`src/rtl/bcd_modn_counter.sv`:
```
// bcd_modn_counter: parameterised multi-digit BCD up/down counter with a
// programmable modulus, optional saturation at the count boundaries,
// validated synchronous parallel load and a combinational carry-out that
// lets instances be chained into one larger modulus counter.
module bcd_modn_counter #(
   parameter int DIGITS  = 2,
   parameter int MODULUS = 60,
   parameter int SAT     = 0
) (
   input  logic                  CP,
   input  logic                  CLR,
   input  logic                  LD,
   input  logic                  EN,
   input  logic                  CI,
   input  logic                  DIR,
   input  logic [4*DIGITS-1:0]   D,
   output logic [4*DIGITS-1:0]   Q,
   output logic                  CO,
   output logic                  ERR
);

   localparam int DATA_W = 4 * DIGITS;

   // 10**n as a constant function so the modulus range check elaborates.
   function automatic int pow10(input int n);
      int r;
      r = 1;
      for (int i = 0; i < n; i++) r = r * 10;
      return r;
   endfunction

   // Binary-to-BCD conversion of an elaboration-time constant.
   function automatic logic [DATA_W-1:0] to_bcd(input int v);
      logic [DATA_W-1:0] r;
      int               rem;
      r   = '0;
      rem = v;
      for (int i = 0; i < DIGITS; i++) begin
         r[4*i +: 4] = 4'(rem % 10);
         rem         = rem / 10;
      end
      return r;
   endfunction

   localparam int                RANGE = pow10(DIGITS);
   localparam logic [DATA_W-1:0] TOP   = to_bcd(MODULUS - 1);

   // Illegal parameter combinations stop elaboration outright.
   if (DIGITS < 1 || DIGITS > 4 || MODULUS < 2 || MODULUS > RANGE ||
       SAT < 0 || SAT > 1) begin : g_param_check
      $fatal(1, "bcd_modn_counter: illegal DIGITS/MODULUS/SAT");
   end

   // True when no digit holds a non-decimal code (0xA-0xF).
   function automatic logic digits_valid(input logic [DATA_W-1:0] v);
      logic ok;
      ok = 1'b1;
      for (int i = 0; i < DIGITS; i++) begin
         if (v[4*i +: 4] > 4'd9) ok = 1'b0;
      end
      return ok;
   endfunction

   // Decimal value of a BCD word; only meaningful when digits_valid holds.
   function automatic int bcd_value(input logic [DATA_W-1:0] v);
      int acc;
      int w;
      acc = 0;
      w   = 1;
      for (int i = 0; i < DIGITS; i++) begin
         acc = acc + w * int'(v[4*i +: 4]);
         w   = w * 10;
      end
      return acc;
   endfunction

   // Digit-wise BCD increment: a 9 rolls to 0 and carries onward.
   function automatic logic [DATA_W-1:0] bcd_inc(input logic [DATA_W-1:0] v);
      logic [DATA_W-1:0] r;
      logic              c;
      r = v;
      c = 1'b1;
      for (int i = 0; i < DIGITS; i++) begin
         if (c) begin
            if (r[4*i +: 4] == 4'd9) begin
               r[4*i +: 4] = 4'd0;
            end else begin
               r[4*i +: 4] = r[4*i +: 4] + 4'd1;
               c           = 1'b0;
            end
         end
      end
      return r;
   endfunction

   // Digit-wise BCD decrement: a 0 rolls to 9 and borrows onward.
   function automatic logic [DATA_W-1:0] bcd_dec(input logic [DATA_W-1:0] v);
      logic [DATA_W-1:0] r;
      logic              b;
      r = v;
      b = 1'b1;
      for (int i = 0; i < DIGITS; i++) begin
         if (b) begin
            if (r[4*i +: 4] == 4'd0) begin
               r[4*i +: 4] = 4'd9;
            end else begin
               r[4*i +: 4] = r[4*i +: 4] - 4'd1;
               b           = 1'b0;
            end
         end
      end
      return r;
   endfunction

   // One count step including the modulus boundary: wrap or saturate.
   function automatic logic [DATA_W-1:0] step_count(input logic [DATA_W-1:0] v,
                                                    input logic              up);
      logic [DATA_W-1:0] r;
      if (up) begin
         if (v == TOP) r = (SAT != 0) ? v : '0;
         else          r = bcd_inc(v);
      end else begin
         if (v == '0)  r = (SAT != 0) ? v : TOP;
         else          r = bcd_dec(v);
      end
      return r;
   endfunction

   logic [DATA_W-1:0] count_p0;
   logic              err_p0;
   logic [DATA_W-1:0] next_count;
   logic              next_err;
   logic              count_en;
   logic              load_ok;
   logic              at_top;
   logic              at_zero;

   // Terminal detection and load validation; CO is purely combinational so
   // a chained upper stage sees the carry in the same cycle.
   always_comb begin
      count_en = EN & CI;
      at_top   = (count_p0 == TOP);
      at_zero  = (count_p0 == '0);
      load_ok  = digits_valid(D) && (bcd_value(D) < MODULUS);
      CO       = count_en & ((DIR & at_top) | (~DIR & at_zero));
   end

   // Next-state selection for load / count / hold (CLR handled in the register).
   always_comb begin
      next_count = count_p0;
      next_err   = 1'b0;
      if (LD) begin
         if (load_ok) begin
            next_count = D;
         end else begin
            next_count = '0;
            next_err   = 1'b1;
         end
      end else if (count_en) begin
         next_count = step_count(count_p0, DIR);
      end
   end

   // ---- stage p0: count and error-flag registers ----
   // State register with synchronous clear taking top priority.
   always_ff @(posedge CP) begin
      if (CLR) begin
         count_p0 <= '0;
         err_p0   <= 1'b0;
      end else begin
         count_p0 <= next_count;
         err_p0   <= next_err;
      end
   end

   assign Q   = count_p0;
   assign ERR = err_p0;

endmodule

```
`config.mk`:
```
export PLATFORM = sky130hd
export DESIGN_NAME = bcd_modn_counter
export DESIGN_NICKNAME = d
export VERILOG_FILES = /design/src/rtl/bcd_modn_counter.sv
export SDC_FILE = /design/constraint.sdc
export NUM_CORES = 1
export LEC_CHECK = 0
export CAP_MARGIN = 25
export CORE_UTILIZATION = 46
export DETAILED_ROUTE_END_ITERATION = 10
export PLACE_DENSITY = 0.79
export SYNTH_ARGS = -nofsm -noshare
export SYNTH_HDL_FRONTEND = slang
export SYNTH_SLANG_ARGS = --single-unit
export TNS_END_PERCENT = 10
```
`constraint.sdc`:
```
create_clock -name CP -period 2.73 [get_ports CP]
set_clock_uncertainty 0.15 [all_clocks]
set_input_delay 0.4095 -clock CP [delete_from_list [all_inputs] [get_ports CP]]
set_output_delay 0.4095 -clock CP [all_outputs]
set_load 0.03 [all_outputs]
```
# After elaboration in Yosys (flattened, before gate mapping)
# Index checks and enable logic that the tools add are counted.
[totals]
word_cells = 56
input_bits = 14
out_inout_bits = 10
reg_bits = 9
[classes]
multipliers = 1
n_lt_le_gt_ge = 3
n_addsub = 5
n_reduce_logical = 8
n_bitwise = 7
n_eq_ne = 4
n_mux = 25
[op_table]
columns = ["operator", "count"]
rows = [
  ["2-to-1 mux 8 bit", 6],
  ["2-to-1 mux 4 bit", 6],
  ["2-to-1 mux 1 bit", 13],
  ["adder 4 x 8 -> 9 bit", 1],
  ["less-than comparator 9 x 6 -> 1 bit, second input constant", 1],
  ["adder 4 x 1 -> 4 bit, second input constant", 2],
  ["== test 4 bit, second input constant", 2],
  ["== test 8 x 7 -> 1 bit, second input constant", 1],
  ["> comparator 4 bit, second input constant", 2],
  ["zero test 4 bit", 2],
  ["zero test 8 bit", 1],
  ["subtractor 4 x 1 -> 4 bit, second input constant", 2],
  ["multiplier 3 x 4 -> 7 bit, first input constant", 1],
  ["bitwise AND 1 bit", 4],
  ["!= test 4 x 2 -> 1 bit, second input constant", 1],
  ["nonzero test 4 bit", 1],
  ["AND reduction 3 bit", 1],
  ["inverter 1 bit", 2],
  ["nonzero test 2 bit", 1],
  ["OR reduction 2 bit", 1],
  ["logical AND 1 bit", 1],
  ["bitwise OR 1 bit", 1],
]

# Longest topological paths before layout
# Gate-level depths: netlist of the first run.
[depth]
word_depth = 11
depth_mapped = 8
depth_no_buf = 8

# Worst setup path before layout of the first run
# Ideal clock, no wire load.
[synth_timing]
kind = "input to register"
start = "input port D[5]"
end = "register count_p0[2], in the netlist Q[2]"
required_ns = 2.477
t_arrival_ns = 2.460
setup_time_ns = 0.103
path_buffers = 0
setup_slack_ns = 0.017
stages = 8
cell_sequence = "ha_1 -> ha_1 -> fa_1 -> and4b_1 -> o211ai_1 -> a21oi_2 -> a41oi_2 -> a2111oi_2"
[synth_via]
elab_chain_cells = 6
elab_cells_between_ends = 8
classes_between = "1 x add/sub; 1 x mul; 2 x order compare; 3 x mux; 1 x reduce/logical"
[synth_lines]
columns = ["element", "line_no", "text"]
rows = [
  ["from (decl)", "16", "input logic [4*DIGITS-1:0] D,"],
  ["multiplier 3 x 4 -> 7 bit", "71", "acc = acc + w * int'(v[4*i +: 4]);"],
  ["adder 4 x 8 -> 9 bit", "71", ""],
  ["less-than comparator 9 x 6 -> 1 bit", "144", "load_ok = digits_valid(D) && (bcd_value(D) < MODULUS);"],
  ["logical AND 1 bit *", "144", ""],
  ["2-to-1 mux 8 bit *", "153", "if (load_ok) begin"],
  ["2-to-1 mux 8 bit *", "152", "if (LD) begin"],
  ["to (signal assigned)", "171", "count_p0 <= next_count;"],
  ["to (decl)", "129", "logic [DATA_W-1:0] count_p0;"],
]
# Mark *: on every way between the ends. The rest lies on a longest branch, timed or not.
# A chain may end at the register's enable or synchronous reset.

# Final worst setup path of the first run
[layout_timing]
start = "input port D[7]"
end = "register count_p0[5], in the netlist Q[5]"
# The elaborated chain is that of the path after synthesis.

==> results of run 1 <==
==> critical path, stage by stage <==
cell	delay [ns]
clkbuf_2	0.12
ha_4	0.25
ha_2	0.18
fa_1	0.53
and4b_1	0.24
o211ai_1	0.10
a21oi_2	0.27
nand4_1	0.29
o22ai_1	0.19
==> per-layer routing <==
metal / routed length, µm / GRT usage
met5: 0 / 0
met2: 1550 / 0.457
met3: 152 / 0.0179
met1: 1260 / 0.299
met4: 57 / 0.135
==> state kept, by name, summed over array words and instances, names as in the netlist <==
signal,cells
ERR,1
Q,8
==> power by group through the flow <==
stage          logic [mW]  registers, mW  clock network [mW]
2_1_floorplan       0.168          0.178                   0
3_3_place_gp        0.269          0.172                   0
3_5_place_dp        0.279          0.173                   0
4_1_cts             0.282          0.170               0.105
5_1_grt             0.314          0.175               0.114
6_report            0.288          0.172               0.105
==> cell usage in the layout, fill, tap and decap left out, drive strengths merged, types with 2 or more instances in the layout <==
cell,count
a211oi,4
a21o,2
a21oi,10
a311oi,4
a31oi,3
and2,5
buf,20
clkbuf,8
clkdlybuf4s50,18
dfxtp,9
fa,2
ha,9
inv,8
mux2i,3
nand2,6
nand3,4
nand4,5
nor2,9
nor2b,2
nor3,4
nor3b,2
o211ai,2
o21ai,9
o21bai,3
o22ai,3
o31ai,2
or2,2
xnor2,3
xor2,2
==> through the flow <==
step | setup TNS, ns | power [mW] | util
finish | 0 | 0.565 | 0.679
global placement | -3.33 | 0.441 | 0.656
detailed placement | -4.36 | 0.452 | 0.656
floorplan | 0 | 0.345 | -
CTS | 0 | 0.557 | 0.678
global route | 0 | 0.603 | 0.679
==> cell families after synthesis <==
kind of cell	synth area share
AO/OA/AOI/OAI	0.337
flip-flops	0.160
multiplexers	0.0367
buffers and inverters	0.0589
adder cells (fa/ha/maj)	0.136
XOR/XNOR	0.0456
AND/OR/NAND/NOR	0.227
==> final timing paths <==
check / startpoint / to / slack, ns / cells after the start
max: D[7] / Q[5] / 0.20 / 9
min: D[4] / Q[4] / 0.42 / 4
max reg2reg: Q[0] / Q[4] / 0.47 / 7
min reg2reg: Q[1] / Q[1] / 0.48 / 2
==> final cells by class <==
cell class              count  share of cell area
flip-flops and latches      9               0.118
well taps                  28              0.0229
inverters                   8              0.0196
clock buffers               4              0.0172
repair buffers             42               0.229
multi-input cells         116               0.594
==> what timing repair did <==
action	CTS	global route
pin swaps	11	8
endpoints found under the setup margin	9	10
gates resized for setup	8	9
setup buffers	1	1
==> impl_metrics.csv, run 1 <==
group,metric,value,unit
floorplanning,start_util,0.499,
global_route,grt_first_pass_wirelength,5150,µm
floorplanning,core_region_area,0.00225,mm²
place,place_area,0.00148,mm²
routing,drt_iter0_markers,29,
place,post-dp-hpwl,2350,µm
place,pre_cts_slack,-0.540,ns
cts,cts_tree,"built",
place,dp_cells,201,
finish,fin_cells,207,
synth,synth-seq-area-share,0.160,
timing,rsz0062_at_grt,"false",
floorplanning,dieArea,0.00265,mm²
flow_run,maxCapViolations,0,
power_and_ir_drop,ir_drop,0.000216,V
global_route,grt_overflow_total,0,
routing,wl,3020,µm
power_and_ir_drop,power_switching,0.225,mW
routing,ant_nets,0,
place,place.port_buffers,23,
power_and_ir_drop,power.clock.fraction,0.186,
routing,drc,0,
finish,num-fill-cells,192,
finish,diodes,0,
floorplanning,io_pins,24,
synth,syn_nets,167,
finish,area_delta_synth_final,36.0,%
cts,cts_buffer_depth,2,
routing,post_drt_wl_per_cell,14.6,µm
cts,ctsHoldBuffers,0,
power_and_ir_drop,switching_share,0.398,
synth,yosys_most_used_dff,"dfxtp_1",
timing,finalWorstSetupSlack,0.198,ns
finish,multiInputGateArea,910,µm²
floorplanning,die_y,51.5,µm
timing,min_period,2.53,ns
global_route,antenna_found_initial,0,
synth,synth_top_area_share,0.160,
setup_path,crit_path_end_kind,"flip-flop",
timing,max_clock_freq,395,MHz
cts,clock_latency,0.27,ns
timing,tightest_slew,0.414,ns
setup_path,setup.worst_path.class,"primary input to flip-flop",
finish,register_area,180,µm²
power_and_ir_drop,p_leak,0.597,nW
global_route,grt_max_degree,14,
power_and_ir_drop,powerDensity,369,mW/mm²
synth,synthesis.area,0.00113,mm²
routing,drt_first_pass_iters,4,
timing,hold_violations,0,
finish,layout.nets,205,
timing,hold_slack,0.421,ns
global_route,grt_pass1_vias,1221,
worst_hold_path,timing.hold.worst.class,"primary input to flip-flop",
cts,clockRootBuffer,"clkbuf_4",
setup_path,cp_max_fo,6,
run_status,status,"completed",
synth,synthDistinctLibCells,52,
synth,yosysWarnings,0,
cts,cts_max_level,1,
synth,synth_edf_count,0,
power_and_ir_drop,seqPwrFrac,0.304,
floorplanning,die_x,51.5,µm
timing,slew_viol_final,0,
power_and_ir_drop,p_int,0.340,mW
setup_path,cp.required,2.76,ns
cts,cts_sinks,9,
routing,vias,1262,
synth,ys_seq_elements,9,
routing,via_per_inst,6.10,
global_route,grtUsageTotal,0.255,
timing,finalSetupViolCount,0,
cts,numCtsBuffers,3,
synth,synthTopCellsByArea,"dfxtp_1, ha_1, a21oi_1, fa_1, a311oi_1",
setup_path,worstPathArrival,2.56,ns
synth,netlist_instances,142,
synth,yosys.area.top_type,"dfxtp_1",
finish,final_area,0.00153,mm²
finish,drive_above_1_share,0.246,
synth,async_reset_ff_frac,0,
synth,syn_avg_cell_area,7.93,µm²
synth,synth_common_cells,"a21oi_1, dfxtp_1, ha_1, nor2_1, inv_1",
cts,clk_pin_slew,0.05,ns
power_and_ir_drop,comb_power_share,0.510,
place,gp_congestion,0.977,
floorplanning,rows,17,
timing,post-route-period-util,0.927,
timing,maxSlewHeadroom,0.723,
setup_path,start_kind,"primary input",
No activity file was read; power rests on OpenSTA's default activity.
==> run 2: changes to the inputs <==
CELL_PAD_IN_SITES_DETAIL_PLACEMENT = 1   (was unset)
CELL_PAD_IN_SITES_GLOBAL_PLACEMENT = 2   (was unset)
CORE_UTILIZATION = 26   (was 46)
PLACE_DENSITY = 0.78   (was 0.79)
==> run 2 against run 1 <==
  * Sequential power is essentially flat
  * First-iteration DRC count up 97%
  * Final area rose by 5.9%
  * Critical endpoint is now Q[4]
  * Largest cell class unchanged
==> impl_metrics.csv, run 2 (synthesis results as in run 1) <==
group,metric,value,unit
floorplanning,start_util,0.276,
timing,rsz0062_at_grt,"false",
setup_path,start_kind,"primary input",
setup_path,cp.required,2.73,ns
finish,layout_common_cells,"buf_4, clkdlybuf4s50_1, dfxtp_1, a21oi_1, nor2_1",
routing,drc,0,
global_route,grt_first_pass_wirelength,5980,µm
global_route,grt_pass1_vias,1311,
setup_path,cp_max_fo,4,
timing,hold_violations,0,
cts,cts_buffer_depth,2,
floorplanning,io_pins,24,
floorplanning,dieArea,0.00460,mm²
power_and_ir_drop,ir_drop,0.000124,V
routing,wl,3570,µm
place,pre_cts_slack,-0.542,ns
routing,via_per_inst,5.44,
setup_path,slowest_delay,0.56,ns
routing,drt_first_pass_iters,4,
cts,clock_latency,0.23,ns
floorplanning,die_x,67.8,µm
routing,post_drt_wl_per_cell,15.4,µm
routing,drt_iter0_markers,57,
timing,maxSlewHeadroom,0.701,
place,post-dp-hpwl,2770,µm
power_and_ir_drop,p_leak,0.616,nW
routing,ant_nets,0,
finish,utilization,0.397,
global_route,grt.met2_usage,0.334,
global_route,use_met1,0.197,
floorplanning,die_y,67.8,µm
cts,cts_sinks,9,
timing,post-route-period-util,0.942,
worst_hold_path,timing.hold.worst.class,"primary input to flip-flop",
global_route,grtUsageTotal,0.173,
setup_path,setup.worst_path.class,"primary input to flip-flop",
global_route,grt_overflow_total,0,
place,place.port_buffers,23,
timing,hold_slack,0.444,ns
finish,diodes,0,
place,gp_congestion,0.818,
finish,drive_above_1_share,0.276,
timing,slew_viol_final,0,
setup_path,path_delay_family,"adder cells",
global_route,use_met3,0.0133,
finish,final_common_cell,"buf_4",
floorplanning,rows,23,
cts,clockRootBuffer,"clkbuf_8",
finish,largest_reg_flops,8,
run_status,status,"completed",
cts,cts_tree,"built",
cts,cts_max_level,1,
setup_path,cp_common_cell,"ha_4",
cts,clk_pin_slew,0.04,ns
setup_path,crit_path_end_kind,"flip-flop",
finish,area_delta_synth_final,44.0,%
timing,tns,0,ns
cts,numCtsBuffers,3,
power_and_ir_drop,total_power,0.634,mW
timing,finalWorstSetupSlack,0.159,ns
finish,layout.nets,207,
timing,max_clock_freq,389,MHz
global_route,grt_max_degree,14,
routing,vias,1257,
cts,ctsHoldBuffers,0,
setup_path,worstPathArrival,2.57,ns
global_route,top_usage_layer,"met2",
timing,min_period,2.57,ns
flow_run,maxCapViolations,0,
timing,finalSetupViolCount,0,
power_and_ir_drop,powerDensity,391,mW/mm²
setup_path,cp.buffers_inverters,2,
global_route,antenna_found_initial,0,
setup_path,cp_cell_sequence,"buf_2 > ha_4 > ha_4 > fa_2 > and4b_1 > o211ai_1 > a21oi_2 > buf_4 > nand4_1 > o22ai_1",
floorplanning,core_region_area,0.00409,mm²
timing,tightest_slew,0.447,ns
setup_path,critPathSlowestCell,"fa_2",
-- run 2: cell count changes in the layout (fill, tap and decap cells not counted), sizes merged --
cell    previous run  this run
clkbuf             8         6
buf               20        24
-- run 2: final timing paths --
| path | from | endpoint | slack [ns] | depth (start not counted) |
|---|---|---|---|---|
| setup / recovery | D[7] | Q[4] | 0.16 | 10 |
| hold / removal | D[4] | Q[4] | 0.44 | 4 |
| setup reg to reg | Q[0] | Q[6] | 0.46 | 7 |
| hold reg to reg | Q[1] | Q[1] | 0.49 | 2 |
-- run 2: timing repair --
item                                    CTS  global route
endpoints found under the setup margin    9             9
buffers inserted                          2             0
pin swaps                                11             7
cloned                                    0             0
hold endpoints to repair                  0             0
gates resized for setup                  14            10
-- run 2: report_power, final --
group | switching, mW | total [mW] | internal (mW)
sequential | 0.0264 | 0.170 | 0.144
combinational | 0.158 | 0.308 | 0.151
clock | 0.0535 | 0.155 | 0.102
total | 0.237 | 0.634 | 0.396
-- run 2: metal layers --
metal  wire length [µm]  vias to the layer above
li1                   -                      617
met1               1520                      605
met2               1890                       28
met3                 96                        7
met4                 59                        0
met5                  0                        -
-- run 2: metrics by stage --
stage | instance area [µm²] | instances
2_1_floorplan | 1130 | 142
3_3_place_gp | 1520 | 225
4_1_cts | 1610 | 231
3_5_place_dp | 1520 | 225
6_report | 1620 | 231
5_1_grt | 1620 | 231
-- run 2: final cells by class --
cell class / instances / area [µm²]
repair buffers: 44 / 365
flip-flops and latches: 9 / 180
clock buffers: 4 / 45.0
well taps: 50 / 62.6
fillers: 501 / 2460
inverters: 8 / 30.0
multi-input cells: 116 / 938
-- run 2: worst register-to-register path, stage by stage, from the launching register on --
cell and delay (ns):
dfxtp_1 0.38, inv_1 0.13, ha_1 0.26, nor3b_2 0.36
o21ai_1 0.15, nor2_1 0.37, nor2_1 0.11, a311oi_2 0.26
